### src/rtl/if_next_pc_unit_if.sv
// Fetch request handshake between the next-PC unit (master) and the IF stage (slave).
interface if_next_pc_unit_if;
  logic        fetch_valid;
  logic        fetch_ready;
  logic [31:0] fetch_program_count;
  logic        fetch_address_error;

  modport master (
    output fetch_valid,
    output fetch_program_count,
    output fetch_address_error,
    input  fetch_ready
  );

  modport slave (
    input  fetch_valid,
    input  fetch_program_count,
    input  fetch_address_error,
    output fetch_ready
  );
endinterface

### src/rtl/if_next_pc_unit.sv
// Next-PC unit: owns the fetch PC and issues instruction-fetch requests.
// Orders branches so the delay slot is always fetched before the target,
// and lets WB flush redirects (exception/ERET) win over everything but reset.
// Optional macro IF_FETCH_ALIGN_CHECK_EN: flag a misaligned request, present it
// once, then stall (fetch_valid=0) until a flush redirect arrives.
module if_next_pc_unit #(
  parameter logic [31:0] RESET_PC = 32'hbfc0_0000,
  parameter logic [31:0] PC_STEP  = 32'd4
) (
  input  logic                       clock,
  input  logic                       reset,
  input  logic [32:0]                branch_bus,           // {taken, target}
  input  logic [31:0]                branch_program_count,
  input  logic                       flush_valid,
  input  logic [31:0]                flush_target,
  if_next_pc_unit_if.master          fetch
);

  typedef enum logic [1:0] {
    SEQ       = 2'd0,
    WAIT_SLOT = 2'd1,
    REDIRECT  = 2'd2,
    STALL     = 2'd3
  } state_t;

  state_t      state_q, state_d;
  logic        valid_q, valid_d;
  logic [31:0] pc_q, pc_d;
  logic [31:0] last_issued_q, last_issued_d;
  logic [31:0] target_q, target_d;
  logic [31:0] slot_pc_q, slot_pc_d;

  logic        branch_taken;
  logic [31:0] branch_target;
  logic [31:0] branch_slot_pc;
  logic        accept;

  assign branch_taken   = branch_bus[32];
  assign branch_target  = branch_bus[31:0];
  assign branch_slot_pc = branch_program_count + 32'd4;
  assign accept         = valid_q & fetch.fetch_ready;

  // Next-state, next-PC and redirect bookkeeping
  always_comb begin
    state_d       = state_q;
    pc_d          = pc_q;
    last_issued_d = last_issued_q;
    target_d      = target_q;
    slot_pc_d     = slot_pc_q;

    if (accept) begin
      last_issued_d = pc_q;
      pc_d          = pc_q + PC_STEP;
    end

    case (state_q)
      SEQ: begin
        if (branch_taken) begin
          target_d  = branch_target;
          slot_pc_d = branch_slot_pc;
          if (last_issued_q == branch_slot_pc) begin
            // Slot already out: jump now, dropping any unaccepted sequential request.
            pc_d    = branch_target;
            state_d = REDIRECT;
          end else if (accept && (pc_q == branch_slot_pc)) begin
            // Slot is being accepted this very cycle, so there is nothing left to wait for.
            pc_d    = branch_target;
            state_d = REDIRECT;
          end else begin
            state_d = WAIT_SLOT;
          end
        end
      end
      WAIT_SLOT: begin
        if (accept && (pc_q == slot_pc_q)) begin
          pc_d    = target_q;
          state_d = REDIRECT;
        end
      end
      REDIRECT: begin
        if (accept) state_d = SEQ;
      end
      STALL: begin
        pc_d          = pc_q;
        last_issued_d = last_issued_q;
      end
      default: state_d = SEQ;
    endcase

`ifdef IF_FETCH_ALIGN_CHECK_EN
    // Misaligned request has gone out once; freeze until WB redirects.
    if (accept && (|pc_q[1:0])) begin
      pc_d    = pc_q;
      state_d = STALL;
    end
`endif

    if (flush_valid) begin
      pc_d    = flush_target;
      state_d = SEQ;
    end

    valid_d = (state_d != STALL);
  end

  // State registers with synchronous active-high reset
  always_ff @(posedge clock) begin
    if (reset) begin
      state_q       <= SEQ;
      valid_q       <= 1'b0;
      pc_q          <= RESET_PC;
      last_issued_q <= '0;
      target_q      <= '0;
      slot_pc_q     <= '0;
    end else begin
      state_q       <= state_d;
      valid_q       <= valid_d;
      pc_q          <= pc_d;
      last_issued_q <= last_issued_d;
      target_q      <= target_d;
      slot_pc_q     <= slot_pc_d;
    end
  end

  // Request outputs
  always_comb begin
    fetch.fetch_valid         = valid_q;
    fetch.fetch_program_count = pc_q;
`ifdef IF_FETCH_ALIGN_CHECK_EN
    fetch.fetch_address_error = valid_q & (|pc_q[1:0]);
`else
    fetch.fetch_address_error = 1'b0;
`endif
  end

endmodule

### src/flat_wrapper.sv
// flat-port wrapper written by rule: the top's interface ports become plain ports
module if_next_pc_unit_flat 
#(
  parameter logic [31:0] RESET_PC = 32'hbfc0_0000,
  parameter logic [31:0] PC_STEP  = 32'd4
)
  (clock, reset, branch_bus, branch_program_count, flush_valid, flush_target, fetch_fetch_valid, fetch_fetch_program_count, fetch_fetch_address_error, fetch_fetch_ready);
  if_next_pc_unit_if fetch_i ();
  input  logic clock;
  input  logic reset;
  input  logic [32:0] branch_bus;
  input  logic [31:0] branch_program_count;
  input  logic flush_valid;
  input  logic [31:0] flush_target;
  output wire logic [$bits(fetch_i.fetch_valid)-1:0] fetch_fetch_valid;
  output wire logic [$bits(fetch_i.fetch_program_count)-1:0] fetch_fetch_program_count;
  output wire logic [$bits(fetch_i.fetch_address_error)-1:0] fetch_fetch_address_error;
  input wire logic [$bits(fetch_i.fetch_ready)-1:0] fetch_fetch_ready;
  assign fetch_fetch_valid = fetch_i.fetch_valid;
  assign fetch_fetch_program_count = fetch_i.fetch_program_count;
  assign fetch_fetch_address_error = fetch_i.fetch_address_error;
  assign fetch_i.fetch_ready = fetch_fetch_ready;
  if_next_pc_unit #(.RESET_PC(RESET_PC), .PC_STEP(PC_STEP)) u_core (.clock(clock), .reset(reset), .branch_bus(branch_bus), .branch_program_count(branch_program_count), .flush_valid(flush_valid), .flush_target(flush_target), .fetch(fetch_i));
endmodule
### config.mk
export PLATFORM = sky130hd
export DESIGN_NAME = if_next_pc_unit_flat
export DESIGN_NICKNAME = d
export VERILOG_FILES = /design/src/rtl/if_next_pc_unit_if.sv /design/src/rtl/if_next_pc_unit.sv /design/src/flat_wrapper.sv
export SDC_FILE = /design/constraint.sdc
export NUM_CORES = 1
export LEC_CHECK = 0
export CELL_PAD_IN_SITES_DETAIL_PLACEMENT = 0
export CELL_PAD_IN_SITES_GLOBAL_PLACEMENT = 1
export CORE_MARGIN = 1.5
export CORE_UTILIZATION = 44
export CTS_BUF_LIST = sky130_fd_sc_hd__clkbuf_8
export DETAILED_ROUTE_END_ITERATION = 16
export GPL_TIMING_DRIVEN = 0
export PLACE_DENSITY_LB_ADDON = 0.1
export SLEW_MARGIN = 20
export SYNTH_ARGS = -nofsm -noshare
export SYNTH_HDL_FRONTEND = slang
export SYNTH_SLANG_ARGS = --single-unit
export TNS_END_PERCENT = 30
### constraint.sdc
create_clock -name clock -period 6.7 [get_ports clock]
set_input_delay 1.34 -clock clock [delete_from_list [all_inputs] [get_ports clock]]
set_output_delay 1.34 -clock clock [all_outputs]
set_load 0.05 [all_outputs]
After elaboration in Yosys (flattened, before gate mapping):

Cells that the tools add are included.

* memories: 0
* memory bits (writable): 0
* latch bits: 0
* register bits: 131
* output and inout port bits: 34
* logic and storage cells: 37
* bits in read-only memories: 0

* add/sub/neg operators: 2
* magnitude comparators: 0
* bitwise logic cells: 2
* div/mod/pow operators: 0
* equality and inequality tests: 8
* multiply operators: 0
* reduce and logical (&&, ||, !) cells: 5
* muxes and demuxes: 14
* shift operators: 0

Operators with widths (count)
* $mux 32: 6
* $eq 32x32->1: 3
* $pmux 32 s3: 1
* $add 32x3->32 const B: 2
* $mux 2: 6
* $pmux 2 s3: 1
* $eq 2x2->1 const B: 2
* $ne 2x2->1 const B: 2
* $reduce_and 2->1: 2
* $eq 2x1->1 const B: 1
* $logic_and 1x1->1: 2
* $logic_not 2->1: 1
* $and 1x1->1: 1
* $not 1->1: 1

Depth between registers and ports, before layout:

Gate-level depths: netlist of the first run.

* depth after elaboration: 9
* mapped depth: 15

Worst setup path after synthesis of the first run:

OpenSTA, ideal clock, no wires.

* kind: input to register
* from: in branch_program_count[18]
* to: reg u_core.pc_q[17] (netlist: u_core.fetch.fetch_program_count[17])
* setup time: 128 ps
* path slack: 2143 ps
* path buffers: 4
* required time: 6572 ps
* cell stages on the path: 15
* data arrival time: 4429 ps
* path through: buf_2 > nand4_4 > or4_4 > buf_2 > o21ai_0 > o22ai_1 > or4_1 > nor4_1 > nand4_1 > a21bo_1 > buf_6 > buf_6 > mux2_4 > nand2_1 > a21oi_1

* cells in the longest elaborated chain, start to end: 8
* elaborated cells between the ends (all ways): 9

Ends and longest elaborated chain
* start, declared: line flat_wrapper.sv:12 `input logic [31:0] branch_program_count;`
* $add 32x3->32 (*): line if_next_pc_unit.sv:40 `assign branch_slot_pc = branch_program_count + 32'd4;`
* $eq 32x32->1: line if_next_pc_unit.sv:65 `end else if (accept && (pc_q == branch_slot_pc)) begin`
* $logic_and 1x1->1: line if_next_pc_unit.sv:65
* $mux 32: line if_next_pc_unit.sv:65
* $mux 32 (*): line if_next_pc_unit.sv:61 `if (last_issued_q == branch_slot_pc) begin`
* $mux 32 (*): line if_next_pc_unit.sv:58 `if (branch_taken) begin`
* $pmux 32 s3 (*): line if_next_pc_unit.sv:56 `case (state_q)`
* $mux 32 (*): line if_next_pc_unit.sv:98 `if (flush_valid) begin`
* end signal, assigned: line if_next_pc_unit.sv:118 `pc_q <= pc_d;`
* end, declared: line if_next_pc_unit.sv:28 `logic [31:0] pc_q, pc_d;`

Every way passes the cells marked *; elsewhere a longest branch is shown, timed or not.
A chain may end at the register's enable or synchronous reset.

Worst setup path in the final report of the first run:

* from: in branch_program_count[2]
* to: reg u_core.pc_q[27] (netlist: u_core.fetch.fetch_program_count[27])

The elaborated chain is that of the path after synthesis.

==> results of run 1 <==
-- layout by cell type, fill, tap and decap left out, types with 14 or more instances in the layout --
cell,count
and3_1,17
o21ai_0,19
a221oi_1,22
nand3_1,33
dfxtp_1,131
nand4_1,22
clkbuf_8,18
inv_1,14
nor2_1,70
a21oi_1,100
nor3_1,24
o221ai_1,17
a211oi_1,29
nand2_1,200
nor4_1,22
xnor2_1,79
xor2_1,47
clkdlybuf4s50_1,121
clkbuf_1,90
-- per-layer routing --
metal  part of all wire  vias to the layer above  wire (µm)
li1                   -                     4248          -
met1               0.45                     4326      15610
met3              0.095                       69       3297
met5                  0                        -          0
met4              0.027                        0        935
met2               0.43                      455      14790
-- power breakdown --
| part | total [mW] | internal (mW) | switching (mW) |
|---|---|---|---|
| sequential | 0.867 | 0.827 | 0.0396 |
| clock | 0.648 | 0.299 | 0.349 |
| combinational | 0.520 | 0.202 | 0.318 |
-- how the worst max path moves through the flow --
stage	startpoint	endpoint	slack, ps	cells after the start
final	branch_program_count[2]	u_core.fetch.fetch_program_count[27]	620	14
after global routing	branch_program_count[2]	u_core.fetch.fetch_program_count[28]	380	14
after global placement	branch_program_count[2]	u_core.fetch.fetch_program_count[27]	-130	14
after floorplan	branch_program_count[18]	u_core.fetch.fetch_program_count[17]	2140	15
after detailed placement	branch_program_count[2]	u_core.fetch.fetch_program_count[28]	-20	14
after CTS	branch_program_count[2]	u_core.fetch.fetch_program_count[28]	450	14
-- sequential cells by signal, summed over array words and instances (netlist names) --
register,cells
u_core.state_q,2
u_core.target_q,32
u_core.slot_pc_q,32
u_core.last_issued_q,32
u_core.fetch.fetch_program_count,32
u_core.fetch.fetch_valid,1
-- logic make-up after synthesis --
family          count (synthesis)  share of synthesized area
compound gates                264                     0.2102
xor+xnor                      132                     0.1464
fa+ha+maj                       2                   0.002956
flops                         131                     0.3099
mux                            22                    0.03208
simple gates                  436                     0.2451
buf+inv                       113                    0.05293
other cells                     1                  0.0004431
-- metrics by stage --
stage,instances,util
after global routing,1488,0.5507
final,1488,0.5507
after global placement,1456,0.5311
after detailed placement,1456,0.5311
after CTS,1488,0.5504
after floorplan,1101,-
-- tightest hold or removal path: cells and delay by family (launching register included) --
family	cells	cell delay, ps
compound gates	1	50
simple gates	1	50
flops	1	310
-- layout make-up --
cell class,instances,area (µm²)
multi-input combinational,857,5399
timing repair buffer,121,1211
sequential,131,2623
buffer,98,391.6
fill,1901,8432
inverter,15,56.30
clock inverter,14,115.1
clock buffer,18,247.7
tap,234,292.8
==> reports/qor.txt, run 1 <==
post_cts resized = 0
Min-Delay Startpoint = u_core.target_q[3]
grt met1 use = 0.4877
R2R setup slack = 2120 ps
H-tree Lvls = 4
Worst Slack Setup Final = 624.1 ps
met3 Usage GRT = 0.08302
FF-to-FF Start = u_core.fetch.fetch_program_count[24]
Horiz. Die Dim = 141.7 µm
final hold vios = 0
Worst slew margin = 0.3679
Post-CTS Hold Fix Bufs = 0
antenna violations before repair = 0
Mean Syn Cell Area = 7.687 µm²
core area = 18,770 µm²
post-synthesis async set-or-reset flop share = 0
Detailed Route WL = 34,630 µm
hpwl dp = 26,530 µm
period utilisation layout = 0.9068
Yosys top cell by area = dfxtp_1
R2R depth = 12
fmax = 0.1646 GHz
number of synthesis warnings = 0
synth cell count leaders = nand2_1, dfxtp_1, a21oi_1
Cell Area, Synth = 8463 µm²
Max IR drop VDD = 132.2 µV
TritonCTS clock tree = done
initial core utilization = 0.4509
nets = 1,344
slowest CP cell = clkdlybuf4s50_1
top cell type's share of synthesized area = 0.3099
Crit path top cell by count = nand4_1
clock latency on the worst-skew pair = 460 ps
Setup Buffers After CTS = 0
largest net degree at the start of global routing = 17
Setup crit start kind = input pin
Overall Global Routing Usage = 0.3448
Placer Congestion = 0.9436
max-capacitance violation count = 0
placed cell area = 9967 µm²
pwr/cell area = 196.8 nW/µm²
synthesized net count = 1,204
Tot Pwr = 2.034 mW
row cnt = 50
GR Util met2 = 0.5127
global route hottest layer = met2
CTS buffer count = 17
synth top area cells = dfxtp_1, nand2_1, xnor2_1
WL/cell = 23.27 µm
delay of the slowest critical-path stage = 680 ps
Worst Hold Depth = 2
unrepaired setup endpoints after global routing = no
DRT iter0 DRCs = 932
Synth Instances = 1,101
setup TNS = 0 ps
io pins = 135
status = finished, final reports clean
capturing point of the worst reg2reg path = u_core.fetch.fetch_program_count[0]
Seq cells post-synth = 131
Post-Layout Inst Area = 10,340 µm²
clock root buffer = clkbuf_8
DRC Markers = 0
maximum root-to-sink buffer count = 2
CP Class = input pin to register
CP Cell Sequence = clkdlybuf4s50_1 > ha_1 > nand3_1 > nor4_2 > nand4_1 > xor2_1 > xnor2_1 > nor4_1 > nand4_1 > a21oi_2 > nor2_1 > clkbuf_1 > a221oi_1 > a21oi_1
worst path buffer plus inverter count = 2
worst slew pin tran = 939.5 ps
pre-CTS setup slack = -22.97 ps
vias in the first global route = 8,610
CP endpoint kind = register
clk sink count = 131
Clock transition at path regs = 80 ps
Min-Delay Path Class = register to register
Die Y = 141.7 µm
number of flops mapped to enable cells by yosys = 0
post-synthesis sequential area ratio = 0.3099
Initial DRT Pass Iterations = 5
CP required = 7000 ps
most frequent cell after synthesis = nand2_1
synth unique cells = 71
Max Transition Viols Final = 0
fin crit period = 6076 ps
Max FO, Critical Path = 10
LEAKAGE = 3.649 nW
I/O Buffers = 121
Post-synth top flop = dfxtp_1
ratio of cells with drive above 1 in the final layout = 0.05582
DRT antenna net count = 0
Area growth syn-to-layout = 22.13%
CP top delay family = simple AND/OR/NAND/NOR gates
first-pass GRT wire length = 51,450 µm
via count = 9,098
endpoints failing setup = 0
n_diodes = 0
Critical Path AT = 6370 ps
die outline area = 20,070 µm²
global route overflow = 0
Vias/cell = 6.114
Hold WS = 457.0 ps
hold path endpoint = u_core.target_q[3]
Final Skew = 14.98 ps
Note: power is estimated with default switching activity, not from simulation.
==> inputs of run 2 (changes only) <==
--- a/config.mk
+++ b/config.mk
@@ -8,8 +8,9 @@
 export CELL_PAD_IN_SITES_DETAIL_PLACEMENT = 0
 export CELL_PAD_IN_SITES_GLOBAL_PLACEMENT = 1
 export CORE_MARGIN = 1.5
-export CORE_UTILIZATION = 44
+export CORE_UTILIZATION = 42
 export CTS_BUF_LIST = sky130_fd_sc_hd__clkbuf_8
+export CTS_CLUSTER_SIZE = 24
 export DETAILED_ROUTE_END_ITERATION = 16
 export GPL_TIMING_DRIVEN = 0
 export PLACE_DENSITY_LB_ADDON = 0.1
==> reports/qor.txt, run 2 (synthesis results as in run 1) <==
status = finished, final reports clean
Tot Pwr = 2.240 mW (+10%)
Setup crit start kind = input pin
global route overflow = 0 (unchanged)
placed cells = 1,487 (+2.1%)
clock latency on the worst-skew pair = 470 ps (about the same)
FF-to-FF Start = u_core.fetch.fetch_program_count[5]
R2R depth = 13 (+1)
Critical Path AT = 6380 ps (about the same)
antenna violations before repair = 0 (unchanged)
Overall Global Routing Usage = 0.3251 (-0.01967)
post_cts resized = 0 (unchanged)
hold path endpoint = u_core.target_q[3]
clk sink count = 131 (unchanged)
Vias/cell = 5.961 (-2.5%)
Hold WS = 458.1 ps (+1.070 ps)
ratio of cells with drive above 1 in the final layout = 0.05582 (unchanged)
setup TNS = 0 ps (unchanged)
Setup Buffers After CTS = 0 (unchanged)
endpoints failing setup = 0 (unchanged)
final std cells w/o fill = 1,519 (+2.1%)
Die Y = 145.0 µm (+2.3%)
DRC Markers = 0 (unchanged)
Clock transition at path regs = 70 ps (about the same)
fmax = 0.1648 GHz (+0.10%)
most common cell after layout, fill and taps aside = nand2_1
io pins = 135 (unchanged)
Post-Layout Inst Area = 10,500 µm² (+1.6%)
final hold vios = 0 (unchanged)
nets = 1,344 (unchanged)
CP endpoint kind = register
Horiz. Die Dim = 145.0 µm (+2.3%)
worst slew pin tran = 1024 ps (+84.73 ps)
hpwl dp = 26,610 µm (+0.28%)
pre-CTS setup slack = 64.59 ps (+87.56 ps)
period utilisation layout = 0.9059 (-0.0009103)
via count = 9,054 (-0.48%)
DRT iter0 DRCs = 942 (+1.1%)
Final Skew = 15.66 ps (+0.6758 ps)
CTS buffer count = 17 (unchanged)
Max FO, Critical Path = 10 (unchanged)
Placer Congestion = 0.9857 (+4.5%)
fin crit period = 6070 ps (-6.099 ps)
n_diodes = 0 (unchanged)
max-capacitance violation count = 0 (unchanged)
I/O Buffers = 121 (unchanged)
placed cell area = 10,010 µm² (+0.39%)
unrepaired setup endpoints after global routing = no
TritonCTS clock tree = done
Worst Hold Depth = 2 (unchanged)
maximum root-to-sink buffer count = 2 (unchanged)
commonest non-fill, non-tap cells in the layout = nand2_1, dfxtp_1, clkdlybuf4s50_1
Detailed Route WL = 34,750 µm (+0.36%)
row cnt = 51 (+2.0%)
clock root buffer = clkbuf_8
first-pass GRT wire length = 51,550 µm (+0.19%)
Area growth syn-to-layout = 24.11%
CP required = 7010 ps (about the same)
capturing point of the worst reg2reg path = u_core.fetch.fetch_program_count[0]
Post-CTS Hold Fix Bufs = 0 (unchanged)
Initial DRT Pass Iterations = 5 (unchanged)
WL/cell = 22.88 µm (-1.7%)
R2R setup slack = 2200 ps (+80 ps)
Post-Route Utilization = 0.5362 (-0.01455)
die outline area = 21,010 µm² (+4.7%)
DRT antenna net count = 0 (unchanged)
LEAKAGE = 3.722 nW (+2.0%)
initial core utilization = 0.4320 (-0.01892)
largest net degree at the start of global routing = 17 (unchanged)
vias in the first global route = 8,419 (-2.2%)
H-tree Lvls = 4 (unchanged)
Min-Delay Startpoint = u_core.target_q[3]
Min-Delay Path Class = register to register
Worst slew margin = 0.3109 (-0.05701)
core area = 19,590 µm² (+4.4%)
Worst Slack Setup Final = 630.2 ps (+6.099 ps)
CP Class = input pin to register
Max IR drop VDD = 131.0 µV (-0.91%)
Max Transition Viols Final = 0 (unchanged)
pwr/cell area = 213.2 nW/µm² (+8.4%)
run 2: layer usage:
metal  track usage  vias up  part of all wire
met1        0.4574     4285              0.44
met4        0.1072        0             0.027
met3       0.07296       74             0.095
met5             0        -                 0
li1              -     4237                 -
met2        0.4888      458              0.44
run 2: worst max-delay path, stage by stage:
cell and delay [ps]:
clkdlybuf4s50_1 680, ha_1 330, nand3_1 260, nor4_2 660, nand4_1 190, xor2_1 530, o211ai_1 150, nor4b_1 590
nand4_1 370, a21oi_2 410, nor2_1 100, clkbuf_1 310, a221oi_1 380, a21oi_1 70
run 2: cell type report:
type | count | area (µm²)
clock inverters | 13 | 230.2
repair buffers | 121 | 1211
inverters | 15 | 56.30
plain buffers | 98 | 391.6
fillers | 2028 | 9086
multi-input cells | 857 | 5399
well taps | 265 | 331.6
flip-flops and latches | 131 | 2623
clock buffers | 19 | 261.5
run 2: worst max path at each step:
stage | slack, ps | cells past startpoint | startpoint | end
after floorplan | 2140 | 15 | branch_program_count[18] | u_core.fetch.fetch_program_count[17]
after global placement | -3 | 14 | branch_program_count[2] | u_core.fetch.fetch_program_count[27]
after detailed placement | 60 | 14 | branch_program_count[2] | u_core.fetch.fetch_program_count[27]
after CTS | 520 | 14 | branch_program_count[2] | u_core.fetch.fetch_program_count[27]
after global routing | 330 | 14 | branch_program_count[2] | u_core.fetch.fetch_program_count[27]
final | 630 | 14 | branch_program_count[2] | u_core.fetch.fetch_program_count[27]
run 2: report_power, final:
group          switching, mW  internal [mW]  total (mW)
Combinational          0.317          0.202       0.519
Sequential            0.0387          0.827       0.866
Clock                  0.355          0.501       0.855
Total                  0.710           1.53        2.24
==> inputs of run 3 (changes only) <==
--- a/config.mk
+++ b/config.mk
@@ -5,10 +5,11 @@
 export SDC_FILE = /design/constraint.sdc
 export NUM_CORES = 1
 export LEC_CHECK = 0
+export CAP_MARGIN = 15
 export CELL_PAD_IN_SITES_DETAIL_PLACEMENT = 0
 export CELL_PAD_IN_SITES_GLOBAL_PLACEMENT = 1
 export CORE_MARGIN = 1.5
-export CORE_UTILIZATION = 42
+export CORE_UTILIZATION = 36
 export CTS_BUF_LIST = sky130_fd_sc_hd__clkbuf_8
 export CTS_CLUSTER_SIZE = 24
 export DETAILED_ROUTE_END_ITERATION = 16
==> reports/qor.txt, run 3 (synthesis results as in run 1) <==
H-tree Lvls = 4 (unchanged)
Worst slew margin = 0.2953 (-0.01555)
post_cts resized = 0 (unchanged)
DRT iter0 DRCs = 917 (-2.7%)
I/O Buffers = 121 (unchanged)
TritonCTS clock tree = done
io pins = 135 (unchanged)
fmax = 0.1653 GHz (+0.34%)
max-capacitance violation count = 0 (unchanged)
WL/cell = 23.23 µm (+1.6%)
Overall Global Routing Usage = 0.2967 (-0.02839)
pwr/cell area = 203.0 nW/µm² (-4.8%)
period utilisation layout = 0.9029 (-0.003039)
Detailed Route WL = 36,400 µm (+4.8%)
Tot Pwr = 2.128 mW (-5.0%)
vias in the first global route = 8,500 (+0.96%)
antenna violations before repair = 0 (unchanged)
Hold WS = 459.5 ps (+1.446 ps)
most common cell after layout, fill and taps aside = nand2_1
largest net degree at the start of global routing = 17 (unchanged)
Min-Delay Path Class = register to register
CP required = 7020 ps (about the same)
final hold vios = 0 (unchanged)
CTS buffer count = 17 (unchanged)
DRT antenna net count = 0 (unchanged)
CP Class = input pin to register
fin crit period = 6049 ps (-20.36 ps)
via count = 9,083 (+0.32%)
first-pass GRT wire length = 53,330 µm (+3.5%)
unrepaired setup endpoints after global routing = no
Horiz. Die Dim = 156.3 µm (+7.8%)
endpoints failing setup = 0 (unchanged)
Vias/cell = 5.796 (-2.8%)
ratio of cells with drive above 1 in the final layout = 0.05502 (-0.0007974)
Die Y = 156.3 µm (+7.8%)
hpwl dp = 28,180 µm (+5.9%)
setup TNS = 0 ps (unchanged)
global route overflow = 0 (unchanged)
Max IR drop VDD = 107.9 µV (-18%)
Setup Buffers After CTS = 0 (unchanged)
Setup crit start kind = input pin
Placer Congestion = 0.9299 (-5.7%)
row cnt = 55 (+7.8%)
fillcell total = 2,441 (+20%)
maximum root-to-sink buffer count = 2 (unchanged)
clk sink count = 131 (unchanged)
worst slew pin tran = 1047 ps (+23.11 ps)
die outline area = 24,440 µm² (+16%)
DRC Markers = 0 (unchanged)
clock root buffer = clkbuf_8
n_diodes = 0 (unchanged)
status = finished, final reports clean
core area = 22,850 µm² (+17%)
Initial DRT Pass Iterations = 5 (unchanged)
commonest non-fill, non-tap cells in the layout = nand2_1, dfxtp_1, clkdlybuf4s50_1
Max FO, Critical Path = 10 (unchanged)
Max Transition Viols Final = 0 (unchanged)
initial core utilization = 0.3704 (-0.06158)
Area growth syn-to-layout = 23.88%
nets = 1,344 (unchanged)
Critical Path AT = 6370 ps (about the same)
CP endpoint kind = register
LEAKAGE = 3.694 nW (-0.76%)
Clock transition at path regs = 80 ps (about the same)
Post-CTS Hold Fix Bufs = 0 (unchanged)
Final Skew = 20.52 ps (+4.857 ps)
clock latency on the worst-skew pair = 470 ps (about the same)
-- run 3: cell types whose count changed in the layout (fill, tap and decap cells not counted) --
cell	before	now
bufinv_16	6	3
inv_1	14	15
clkinv_4	2	4
clkinv_2	1	3
clkinvlp_4	2	1
clkbuf_8	19	18
-- run 3: critical path: stages --
cell and delay [ps]:
clkdlybuf4s50_1 690, ha_1 340, nand3_1 300, nor4_2 720, nand4_1 200, xor2_1 520
xnor2_1 120, nor4_1 490, nand4_1 360, a21oi_2 450, nor2_1 100, clkbuf_1 280
a221oi_1 380, a21oi_1 70
-- run 3: per-stage QoR --
step	cells	cell area, µm²	setup slack [ps]	utilization
after global routing	1567	10480	357.0	0.4589
after CTS	1567	10480	703.2	0.4589
after detailed placement	1535	10070	222.5	0.4409
after floorplan	1101	8463	2143	-
after global placement	1535	10070	-163.8	0.4406
final	1567	10480	650.6	0.4589
-- run 3: path summary, 6_finish.rpt --
check                                       start                              endpoint  slack [ps]  cells after the start
max                       branch_program_count[2]  u_core.fetch.fetch_program_count[27]         650                     14
min reg2reg                   u_core.target_q[28]                   u_core.target_q[28]         460                      2
max reg2reg  u_core.fetch.fetch_program_count[24]  u_core.fetch.fetch_program_count[20]        2080                     12
min                           u_core.target_q[28]                   u_core.target_q[28]         460                      2
-- run 3: layer usage --
layer	up-vias	global-route usage	share of wire
met3	40	0.03877	0.078
met1	4376	0.4266	0.46
met2	416	0.4667	0.45
met4	0	0.07392	0.017
li1	4251	-	-
met5	-	0	0
-- run 3: power by group --
part	leakage, nW	total (mW)	switching [mW]	internal (mW)
clock network	0.215	0.736	0.359	0.376
logic	2.40	0.522	0.321	0.202
registers	1.08	0.870	0.0430	0.827
total	3.69	2.13	0.723	1.41
-- run 3: final cells by class --
cell class	instances	area (µm²)	share of cell area
plain buffers	98	391.6	0.03736
clock buffers	18	247.7	0.02363
clock inverters	14	163.9	0.01563
inverters	15	56.30	0.005371
multi-input cells	857	5399	0.5150
flip-flops and latches	131	2623	0.2501
well taps	313	391.6	0.03736
repair buffers	121	1211	0.1155
==> RTL change, RTL diff (flow settings as in run 1) <==
The option `IF_FETCH_ALIGN_CHECK_EN` is turned on by a define.
--- a/src/rtl/if_next_pc_unit.sv
+++ b/src/rtl/if_next_pc_unit.sv
@@ -3,6 +3,8 @@
 // and lets WB flush redirects (exception/ERET) win over everything but reset.
 // Optional macro IF_FETCH_ALIGN_CHECK_EN: flag a misaligned request, present it
 // once, then stall (fetch_valid=0) until a flush redirect arrives.
+`define IF_FETCH_ALIGN_CHECK_EN
+
 module if_next_pc_unit #(
   parameter logic [31:0] RESET_PC = 32'hbfc0_0000,
   parameter logic [31:0] PC_STEP  = 32'd4
Formal check against the unedited RTL: not equivalent (Yosys sat finds a counterexample within 4 cycles, from zero or initial values and one cycle with reset high).
==> RTL change against run 1 <==
- worst setup slack gained 0.012 ns
- area after synthesis grew 1.8%
- sequential share of layout area shrank 0.71 points
- sequential cell count is the same
- final area grew 2.9%
- combinational power grew 7.1%
- sequential power is essentially flat
- cell count grew 7.1%
- fmax grew 0.21%
- utilization shrank 0.081 points
- wire length is essentially flat
- power grew 9.1%
- first-iteration DRC count shrank 8.0%
==> RTL change: results (changes against run 1) <==
vias in the first global route: 8654 (+0.51%)
Longest Clk Path Bufs: 2 (unchanged)
Placement Setup Slack: 0.313 ns (+0.336 ns)
clk root buf: clkbuf_8
share of post-route cells with drive strength above 1: 0.0527 (-0.00315)
Async S/R FF share, synth: 0 (unchanged)
Synth Area in Adders: 0.00290 (-0.0000537)
post-synth cell types: 74 (+4.2%)
CTS buffer count: 17 (unchanged)
Clock Skew: 0.0129 ns (-0.00211 ns)
top post-synthesis cells by count: nand2_1, a21oi_1, dfxtp_1
ranking of synthesized cells by area: dfxtp_1, a21oi_1, nand2_1
mux cell area share after synthesis: 0.00581 (-0.0263)
GRT Overall Usage: 0.338 (-0.00630)
post-synthesis compound-gate area fraction: 0.214 (+0.00402)
placed instance area: 10200 sq um (+2.2%)
DRT iter0 DRCs: 857 (-8.0%)
post-synthesis xor/xnor area fraction: 0.136 (-0.0103)
Detailed Route WL: 34.6 mm (about the same)
slowest cell on the critical path: o41ai_2
Slew @ Worst Pin: 1.03 ns (+0.0879 ns)
clock slew at reported path FFs: 0.08 ns (about the same)
Ant. Diodes: 0 (unchanged)
run status: completed
Worst path max stage delay: 0.92 ns (+0.24 ns)
postcts setup bufs: 0 (unchanged)
CTS H-tree lvls: 4 (unchanged)
syn_area_per_cell: 7.34 sq um (-4.5%)
Top Family by Delay on Critical Path: simple AND/OR/NAND/NOR gates
Final Net Count: 1419 (+5.6%)
worst-case vdd ir drop: 0.126 mV (-4.3%)
detailed-route wire length per cell: 21.7 um (-6.6%)
post_cts resized: 0 (unchanged)
WP data arrival: 6.38 ns (about the same)
Initial DRT Pass Iterations: 7 (+2)
initial antenna violation count: 0 (unchanged)
Pleak: 3.70 nW (+1.3%)
Syn Nets: 1277 (+6.1%)
Fillers: 1998 (+5.1%)
yosys warns: 0 (unchanged)
post-synthesis sequential area ratio: 0.304 (-0.00562)
Placer Congestion: 0.974 (+3.2%)
crit-path max FO: 10 (unchanged)
HP Class: register to register
Clock Latency Late Sink: 0.47 ns
largest net degree at the start of global routing: 17 (unchanged)
post-DP HPWL: 26.5 mm (-0.14%)
I/O Buffers: 123 (+1.7%)
global-route wire length before repair: 51.1 mm (-0.64%)
routed vias/inst: 5.87 (-4.0%)
## RTL change: cell count changes in the layout (fill, tap and decap cells not counted), moves of 9 or more
cell	delta
a221oi_1	-11
o31ai_1	+11
o221ai_1	-16
nand3_1	+10
buf_1	+9
a21oi_1	+50
clkbuf_1	-13
nor2_1	+23
mux2_2	-9
o21ai_1	+12
nor2b_1	+10
## RTL change: metal layers
layer  track usage  vias up  routed length (um)
li1              -     4409                   -
met1         0.442     4432               14800
met2         0.572      460               16500
met3        0.0496       55                2530
met4         0.109        0                 816
met5             0        -                   0
## RTL change: path summary, 6_finish.rpt
path	start	endpoint	slack [ns]	cells past startpoint
setup / recovery	branch_program_count[2]	u_core.fetch.fetch_program_count[20]	0.64	15
hold / removal	u_core.target_q[17]	u_core.target_q[17]	0.46	2
setup reg to reg	u_core.fetch.fetch_program_count[21]	u_core.fetch.fetch_program_count[20]	2.41	14
hold reg to reg	u_core.target_q[17]	u_core.target_q[17]	0.46	2
## RTL change: power by group
group / internal (mW) / leakage, nW / total (mW) / switching [mW]
sequential: 0.830 / 1.08 / 0.868 / 0.0385
combinational: 0.207 / 2.39 / 0.557 / 0.350
clock: 0.440 / 0.224 / 0.793 / 0.353
total: 1.48 / 3.70 / 2.22 / 0.742
## RTL change: final cells by class
cell class                 instances  area [sq um]  share of cell area
sequential                       131          2620               0.247
timing repair buffer             123          1230               0.116
buffer                           105           445              0.0419
inverter                          19          71.3             0.00671
tap                              265           332              0.0312
clock inverter                    15           216              0.0204
multi-input combinational        919          5480               0.515
clock buffer                      17           234              0.0220
## RTL change: cell families after synthesis
family,Yosys count
xor gates and xnor gates,129
DFF,131
buffers and inverters,124
muxes,5
adders and majority gates,2
AOI/OAI and AO/OA,294
and+or+nand+nor,489
